## src/rtl/fifo_uart_tx.sv

```systemverilog
`default_nettype none
// +--------------------------------------------------------------------------+
// | Module   : fifo_uart_tx                                                  |
// | Brief    : FIFO drain stage; pops bytes and sends them as UART frames.   |
// | Revision : 1.0                                                           |
// +--------------------------------------------------------------------------+
module fifo_uart_tx #(
    parameter int CLKS_PER_BIT = 16,
    parameter int PARITY_EN    = 0,
    parameter int STOP_BITS    = 1
) (
    input  logic       clock,
    input  logic       rst,
    input  logic       en,
    input  logic       fifo_empty,
    input  logic [7:0] fifo_data,
    output logic       fifo_rd,
    output logic       tx,
    output logic       busy,
    output logic       byte_done
);

    localparam int                 c_CNT_W    = (CLKS_PER_BIT > 1) ? $clog2(CLKS_PER_BIT) : 1;
    localparam logic [c_CNT_W-1:0] c_CNT_LAST = c_CNT_W'(CLKS_PER_BIT - 1);
    localparam logic [c_CNT_W-1:0] c_CNT_PRE  = c_CNT_W'(CLKS_PER_BIT - 2);
    localparam logic [c_CNT_W-1:0] c_CNT_ONE  = c_CNT_W'(1);
    localparam logic               c_TWO_STOP = (STOP_BITS == 2);
    localparam logic               c_PAR_EN   = (PARITY_EN != 0);

    localparam logic [2:0] c_ST_IDLE   = 3'd0;
    localparam logic [2:0] c_ST_POP    = 3'd1;
    localparam logic [2:0] c_ST_LATCH  = 3'd2;
    localparam logic [2:0] c_ST_START  = 3'd3;
    localparam logic [2:0] c_ST_DATA   = 3'd4;
    localparam logic [2:0] c_ST_PARITY = 3'd5;
    localparam logic [2:0] c_ST_STOP   = 3'd6;

    logic [2:0]         r_state;
    logic [c_CNT_W-1:0] r_baud;
    logic [2:0]         r_bit;
    logic               r_stop;
    logic [7:0]         r_shift;
    logic               r_parity;
    logic               r_tx;
    logic               r_rd;
    logic               r_busy;
    logic               r_done;

    logic [2:0]         w_state_nxt;
    logic [c_CNT_W-1:0] w_baud_nxt;
    logic [2:0]         w_bit_nxt;
    logic               w_stop_nxt;
    logic [7:0]         w_shift_nxt;
    logic               w_parity_nxt;
    logic               w_tx_nxt;
    logic               w_rd_nxt;
    logic               w_busy_nxt;
    logic               w_done_nxt;
    logic               w_baud_last;
    logic               w_last_stop;

    assign w_baud_last = (r_baud == c_CNT_LAST);
    assign w_last_stop = (r_stop == c_TWO_STOP);

    always_ff @(posedge clock) begin
        if (rst) begin
            r_state  <= c_ST_IDLE;
            r_baud   <= '0;
            r_bit    <= '0;
            r_stop   <= 1'b0;
            r_shift  <= '0;
            r_parity <= 1'b0;
            r_tx     <= 1'b1;
            r_rd     <= 1'b0;
            r_busy   <= 1'b0;
            r_done   <= 1'b0;
        end else begin
            r_state  <= w_state_nxt;
            r_baud   <= w_baud_nxt;
            r_bit    <= w_bit_nxt;
            r_stop   <= w_stop_nxt;
            r_shift  <= w_shift_nxt;
            r_parity <= w_parity_nxt;
            r_tx     <= w_tx_nxt;
            r_rd     <= w_rd_nxt;
            r_busy   <= w_busy_nxt;
            r_done   <= w_done_nxt;
        end
    end

    // Outputs are registered from the next state, so each pin matches the state it belongs to.
    always_comb begin
        w_state_nxt  = r_state;
        w_baud_nxt   = r_baud;
        w_bit_nxt    = r_bit;
        w_stop_nxt   = r_stop;
        w_shift_nxt  = r_shift;
        w_parity_nxt = r_parity;
        w_tx_nxt     = 1'b1;
        w_rd_nxt     = 1'b0;
        w_busy_nxt   = 1'b1;
        w_done_nxt   = 1'b0;

        case (r_state)
            c_ST_IDLE: begin
                w_busy_nxt = 1'b0;
                if (en && !fifo_empty) begin
                    w_state_nxt = c_ST_POP;
                    w_rd_nxt    = 1'b1;
                    w_busy_nxt  = 1'b1;
                end
            end

            c_ST_POP: begin
                w_state_nxt = c_ST_LATCH;
            end

            c_ST_LATCH: begin
                w_shift_nxt  = fifo_data;
                w_parity_nxt = ^fifo_data;
                w_baud_nxt   = '0;
                w_state_nxt  = c_ST_START;
                w_tx_nxt     = 1'b0;
            end

            c_ST_START: begin
                w_tx_nxt   = 1'b0;
                w_baud_nxt = r_baud + c_CNT_ONE;
                if (w_baud_last) begin
                    w_baud_nxt  = '0;
                    w_bit_nxt   = '0;
                    w_state_nxt = c_ST_DATA;
                    w_tx_nxt    = r_shift[0];
                end
            end

            c_ST_DATA: begin
                w_tx_nxt   = r_shift[0];
                w_baud_nxt = r_baud + c_CNT_ONE;
                if (w_baud_last) begin
                    w_baud_nxt  = '0;
                    w_shift_nxt = {1'b0, r_shift[7:1]};
                    if (r_bit == 3'd7) begin
                        if (c_PAR_EN) begin
                            w_state_nxt = c_ST_PARITY;
                            w_tx_nxt    = r_parity;
                        end else begin
                            w_state_nxt = c_ST_STOP;
                            w_stop_nxt  = 1'b0;
                            w_tx_nxt    = 1'b1;
                        end
                    end else begin
                        w_bit_nxt = r_bit + 3'd1;
                        w_tx_nxt  = r_shift[1];
                    end
                end
            end

            c_ST_PARITY: begin
                w_tx_nxt   = r_parity;
                w_baud_nxt = r_baud + c_CNT_ONE;
                if (w_baud_last) begin
                    w_baud_nxt  = '0;
                    w_stop_nxt  = 1'b0;
                    w_state_nxt = c_ST_STOP;
                    w_tx_nxt    = 1'b1;
                end
            end

            c_ST_STOP: begin
                w_baud_nxt = r_baud + c_CNT_ONE;
                // Raised one cycle early so the registered pulse lands on the final stop cycle.
                w_done_nxt = w_last_stop && (r_baud == c_CNT_PRE);
                if (w_baud_last) begin
                    w_baud_nxt = '0;
                    if (w_last_stop) begin
                        w_state_nxt = c_ST_IDLE;
                        w_busy_nxt  = 1'b0;
                    end else begin
                        w_stop_nxt = 1'b1;
                    end
                end
            end

            default: begin
                w_state_nxt = c_ST_IDLE;
                w_busy_nxt  = 1'b0;
            end
        endcase
    end

    assign fifo_rd   = r_rd;
    assign tx        = r_tx;
    assign busy      = r_busy;
    assign byte_done = r_done;

endmodule
`default_nettype wire

```

## config.mk

```make
export PLATFORM = sky130hd
export DESIGN_NAME = fifo_uart_tx
export DESIGN_NICKNAME = d
export VERILOG_FILES = /design/src/rtl/fifo_uart_tx.sv
export SDC_FILE = /design/constraint.sdc
export NUM_CORES = 1
export LEC_CHECK = 0
export ABC_AREA = 1
export CORE_AREA = 2 2 54 56
export CTS_CLUSTER_DIAMETER = 40
export CTS_CLUSTER_SIZE = 40
export DETAILED_ROUTE_END_ITERATION = 6
export DIE_AREA = 0 0 56 58
export GPL_TIMING_DRIVEN = 0
export PLACE_DENSITY_LB_ADDON = 0.3
export REMOVE_ABC_BUFFERS = 1
export SLEW_MARGIN = 20
export SYNTH_ARGS = -nofsm -noshare
export SYNTH_HDL_FRONTEND = slang
export SYNTH_SLANG_ARGS = --single-unit
export TNS_END_PERCENT = 30
```

## constraint.sdc

```tcl
create_clock -name clock -period 3 [get_ports clock]
set_input_delay 0.6 -clock clock [delete_from_list [all_inputs] [get_ports clock]]
set_output_delay 0.6 -clock clock [all_outputs]
set_load 0.02 [all_outputs]
```

Yosys cells after proc, flatten, opt, wreduce, memory -nomap -nowiden
Index checks and enable logic that the tools add are counted.
Widths: inputs -> output; s select.
{"block": "word_totals", "regBits": 24, "in_bits": 12, "out_inout_bits": 4, "word_cells": 79}
{"block": "classes", "n_eq_ne": 17, "mux": 30, "bitwise_logic": 3, "addsub": 2, "n_reduce_logical": 17}
{"op": "$mux 3", "count": 10}
{"op": "$pmux 3 s7", "count": 1}
{"op": "$ne 2x2->1 const B", "count": 8}
{"op": "$pmux 8 s2", "count": 1}
{"op": "$eq 3x3->1 const B", "count": 4}
{"op": "$mux 1", "count": 11}
{"op": "$eq 4x4->1 const B", "count": 2}
{"op": "$mux 8", "count": 1}
{"op": "$pmux 4 s2", "count": 1}
{"op": "$reduce_xor 8->1", "count": 1}
{"op": "$reduce_and 7->1", "count": 1}
{"op": "$eq 3x2->1 const B", "count": 2}
{"op": "$pmux 1 s3", "count": 2}
{"op": "$pmux 3 s2", "count": 1}
{"op": "$reduce_bool 2->1", "count": 3}
{"op": "$reduce_and 5->1", "count": 1}
{"op": "$reduce_or 5->1", "count": 1}
{"op": "$add 4x1->4 const B", "count": 1}
{"op": "$mux 4", "count": 1}
{"op": "$pmux 1 s4", "count": 1}
{"op": "$reduce_and 4->1", "count": 1}
{"op": "$reduce_or 2->1", "count": 2}
{"op": "$reduce_or 4->1", "count": 1}
{"op": "$add 3x1->3 const B", "count": 1}
{"op": "7 further kinds", "count": 10}

Logic depth before layout (Yosys ltp)
Gate-level depths: netlist of the first run.
{"block": "depth", "depth_word": 4, "depth_mapped": 10, "depth_no_buf": 10}

Worst setup path after synthesis of the first run
OpenSTA, ideal clock, no wires.
{"block": "synth_timing", "path_kind": "input-to-reg", "from": "in rst", "to": "reg r_state[0]", "t_arrival_ns": 1.315, "t_required_ns": 2.884, "stages": 5, "path_slack_ns": 1.569, "setup_time_ns": 0.116, "path_buffers": 2, "cell_sequence": "clkbuf_1 > inv_1 > clkbuf_1 > o211ai_1 > inv_1"}
{"item": "start, declared", "line": "13", "rtl": "input logic rst,"}
{"item": "end signal, assigned", "line": "67", "rtl": "r_state <= c_ST_IDLE;"}
{"item": "end signal, assigned", "line": "78", "rtl": "r_state <= w_state_nxt;"}
{"item": "end, declared", "line": "38", "rtl": "logic [2:0] r_state;"}
No word-level cell between the ends.

Worst setup path in the final report of the first run
{"block": "layout_timing", "from": "reg r_tx (netlist: tx)", "to": "out tx"}
{"item": "start, declared", "line": "44", "rtl": "logic r_tx;"}
{"item": "start signal, assigned", "line": "84", "rtl": "r_tx <= w_tx_nxt;"}
{"item": "end, declared", "line": "18", "rtl": "output logic tx,"}
No word-level cell between the ends.

==> results of run 1 <==
final cells by class:
type                            instances  area, µm²
Clock buffer                            3       22.5
Inverter                               29        109
Tap cell                               31       38.8
Clock inverter                          1       5.00
Fill cell                             271       1090
Timing Repair Buffer                   15        150
Sequential cell                        23        460
Multi-Input combinational cell        162        791
per-stage QoR:
stage	worst slack, ps	std cells	hold WS [ps]	instance area, µm²	utilization, %
3_5_place_dp	976	260	453	1550	58.2
6_report	1140	264	469	1580	59.2
5_1_grt	1120	264	489	1580	59.2
4_1_cts	1140	264	471	1580	59.2
3_3_place_gp	955	260	451	1550	58.2
2_1_floorplan	1640	214	432	1360	-
state kept, by name (all words and copies together) (netlist names):
register and count:
r_shift 8, r_baud 4, r_bit 3, r_state 3, busy 1, byte_done 1, fifo_rd 1, r_parity 1
tx 1
placed cells by master (no fill, tap or decap):
| cell type | count |
|---|---|
| nand2_1 | 64 |
| nor2_1 | 34 |
| inv_1 | 23 |
| dfxtp_1 | 23 |
| clkdlybuf4s50_1 | 15 |
| nand3_1 | 14 |
| o21ai_1 | 10 |
| a21oi_1 | 9 |
| o21ai_0 | 7 |
| inv_2 | 6 |
| ha_1 | 6 |
| nor3_1 | 4 |
| o211ai_1 | 3 |
| clkbuf_4 | 3 |
| nor2_4 | 2 |
| nand3_2 | 2 |
| nand4_1 | 2 |
| nor2_2 | 1 |
| a21oi_2 | 1 |
| nand2_4 | 1 |
| a21oi_4 | 1 |
| o21bai_1 | 1 |
| clkinv_2 | 1 |
kinds of logic (layout without fill, tap and decap cells):
group	Yosys count	after routing	share of synthesized area [%]
flops	23	23	33.3
simple gates	124	124	38.4
fa+ha+maj	6	6	5.43
compound gates	32	32	13.4
buf+inv	33	48	9.50
synth_stat cells, types with 2 or more instances:
master / instances
inv_1: 23
nand4_1: 2
o21ai_1: 10
nor2_1: 34
ha_1: 6
clkbuf_1: 2
nor3_1: 4
nor2_4: 2
nand3_2: 2
o21ai_0: 7
nand3_1: 14
inv_2: 6
o211ai_1: 3
nand2_1: 64
buf_4: 2
dfxtp_1: 23
a21oi_1: 9
power breakdown:
group	switching [mW]	leakage, nW	total [mW]	internal [mW]
combinational	0.256	0.575	0.421	0.165
clock	0.0974	0.0177	0.147	0.0499
sequential	0.0624	0.188	0.439	0.376
metal layers:
metal  global-route usage, %  vias up  wire length, µm  part of all wire, %
met1                    23.0      566             1310                   48
met4                    8.84        0               53                  2.0
met5                       0        -                0                    0
li1                        -      721                -                    -
met3                    2.01        4              104                  3.8
met2                    32.3       29             1240                   46
worst max-delay path by stage:
stage | from | to | slack [ps]
after CTS | tx$_SDFF_PP1_ | tx | 1140
after global routing | tx$_SDFF_PP1_ | tx | 1120
after global placement | rst | r_state[0]$_SDFFE_PP0P_ | 960
after detailed placement | rst | r_baud[2]$_SDFFE_PP0P_ | 980
final | tx$_SDFF_PP1_ | tx | 1140
after floorplan | r_state[2]$_SDFFE_PP0P_ | r_shift[2]$_SDFFE_PP0P_ | 1640
==> results.toml, run 1 <==
[cells_and_area]
nets = 252
syn2layout_area_growth_pct = 14.0
drive_gt1_share_pct = 7.73
antenna_cells = 0

[min_path]
hold_depth = 2
hold_end = "r_shift[7]$_SDFFE_PP0P_"
min-delay-path-class = "reg2reg"
min_from = "r_shift[7]$_SDFFE_PP0P_"

[timing]
finClkSkew_ps = 1.27
fin_tns_setup_ps = 0
max_clock_freq_ghz = 0.538
finalHoldViolCount = 0
maxSlewViolCount = 0
tightestPinTransition_ps = 437
min_period_over_period_pct = 61.9
max_slew_margin_pct = 70.8
finalSetupViolCount = 0
rsz0062_at_grt = "false"
fin_crit_ps = 1860

[clock_tree]
htreeDepth = 1
clk_pin_slew_ps = 130
max-clock-path-buffers = 2
cts_tree = "built"
postCtsHoldBufs = 0
root_buffer = "clkbuf_4"
cts_buffers = 3
cts_resized = 0
cts.sinks = 23
cts_setup_buffers = 0
clk_latency_ps = 320

[floorplan]
die_h_um = 58
dieArea_um2 = 3250
core_um2 = 2660
rows = 19
die_w_um = 56
ios = 16
initial_core_util_pct = 51.9

[grt]
grt_antenna_before_repair = 0
grt_pass1_wl_mm = 4.84
grt_max_degree = 15
grt-ovfl-total = 0
track_usage_pct = 18.5
grt_pass1_vias = 1194

[setup_path]
r2r_end = "r_shift[6]$_SDFFE_PP0P_"
startpoint_type = "flip-flop"
worst-path-buf-inv = 1
timing.critical_path.cells = "clkdlybuf4s50_1"
r2r-start = "r_state[2]$_SDFFE_PP0P_"
r2r_slack_ps = 1370
crit_type = "reg2out"
slowest_delay_ps = 600
critical_path.top_delay_family = "buffers and inverters"
worst-endpoint-arrival_ps = 1260
critical_path_depth = 1
cp_max_fo = 1
worstPathRequired_ps = 2400
end_kind = "output pin"
r2r_cells = 7
crit_path_top_delay_cell = "clkdlybuf4s50_1"

[pwr]
p_leak_nw = 0.780
irDropWorstVdd_uv = 448
power_density_nw_per_um2 = 639
power_mw = 1.01

[route]
postRouteWirelength_mm = 2.70
via_per_inst = 5.00
dr_total_vias = 1320
drtPass1Iterations = 4
dr.first_iter.drc_count = 33
avgRoutedWirePerCell_um = 10.2
route.detailed.drc = 0
antenna_left = 0

[logic_synthesis]
synthesis.area_um2 = 1380
synth_ff_type = "dfxtp_1"
synth.distinct_cells = 22
yosysTopAreaCell = "dfxtp_1"
synth_area_leaders = "dfxtp_1 33%, nand2_1 17%, nor2_1 9.2%"
yosys_warnings = 0
async_flop_share_pct = 0
seq_area_frac_synth_pct = 33.3
avgSynthCellArea_um2 = 6.34
yosys.area.top_type_share_pct = 33.3
synth_seq_cells = 23
synth_edf_count = 0
syn_inst = 218

[place]
port_buffers = 15
gp_congestion = 0.797
dpl.hpwl_mm = 2.01

[status]
status = "completed"

[run]
maxCapViolCount = 0
Note: power is estimated with default switching activity, not from simulation.
==> run 2: changes to the inputs <==
==> constraint.sdc (replaced) <==
create_clock -name clock -period 1.9 [get_ports clock]
set_input_delay 0.38 -clock clock [delete_from_list [all_inputs] [get_ports clock]]
set_output_delay 0.38 -clock clock [all_outputs]
set_load 0.02 [all_outputs]
==> results of run 2 <==
The final DEF is identical to that of run 1. Status: completed.
Among the figures that moved: setup slack after placement 976 ps -> 96.3 ps; setup slack after layout 1140 ps -> 262 ps; register-to-register setup slack 1370 ps -> 270 ps; total power 1.01 mW -> 1.59 mW; worst IR drop on VDD 448 µV -> 708 µV
==> run 3: changes to the inputs <==
--- a/config.mk
+++ b/config.mk
@@ -7,7 +7,7 @@
 export LEC_CHECK = 0
 export ABC_AREA = 1
 export CORE_AREA = 2 2 54 56
-export CTS_CLUSTER_DIAMETER = 40
+export CTS_CLUSTER_DIAMETER = 150
 export CTS_CLUSTER_SIZE = 40
 export DETAILED_ROUTE_END_ITERATION = 6
 export DIE_AREA = 0 0 56 58
==> results of run 3 <==
The final DEF is identical to that of run 1. Status: completed.
Among the figures that moved: setup slack after placement 976 ps -> 96.3 ps; setup slack after layout 1140 ps -> 262 ps; register-to-register setup slack 1370 ps -> 270 ps; total power 1.01 mW -> 1.59 mW; worst IR drop on VDD 448 µV -> 708 µV
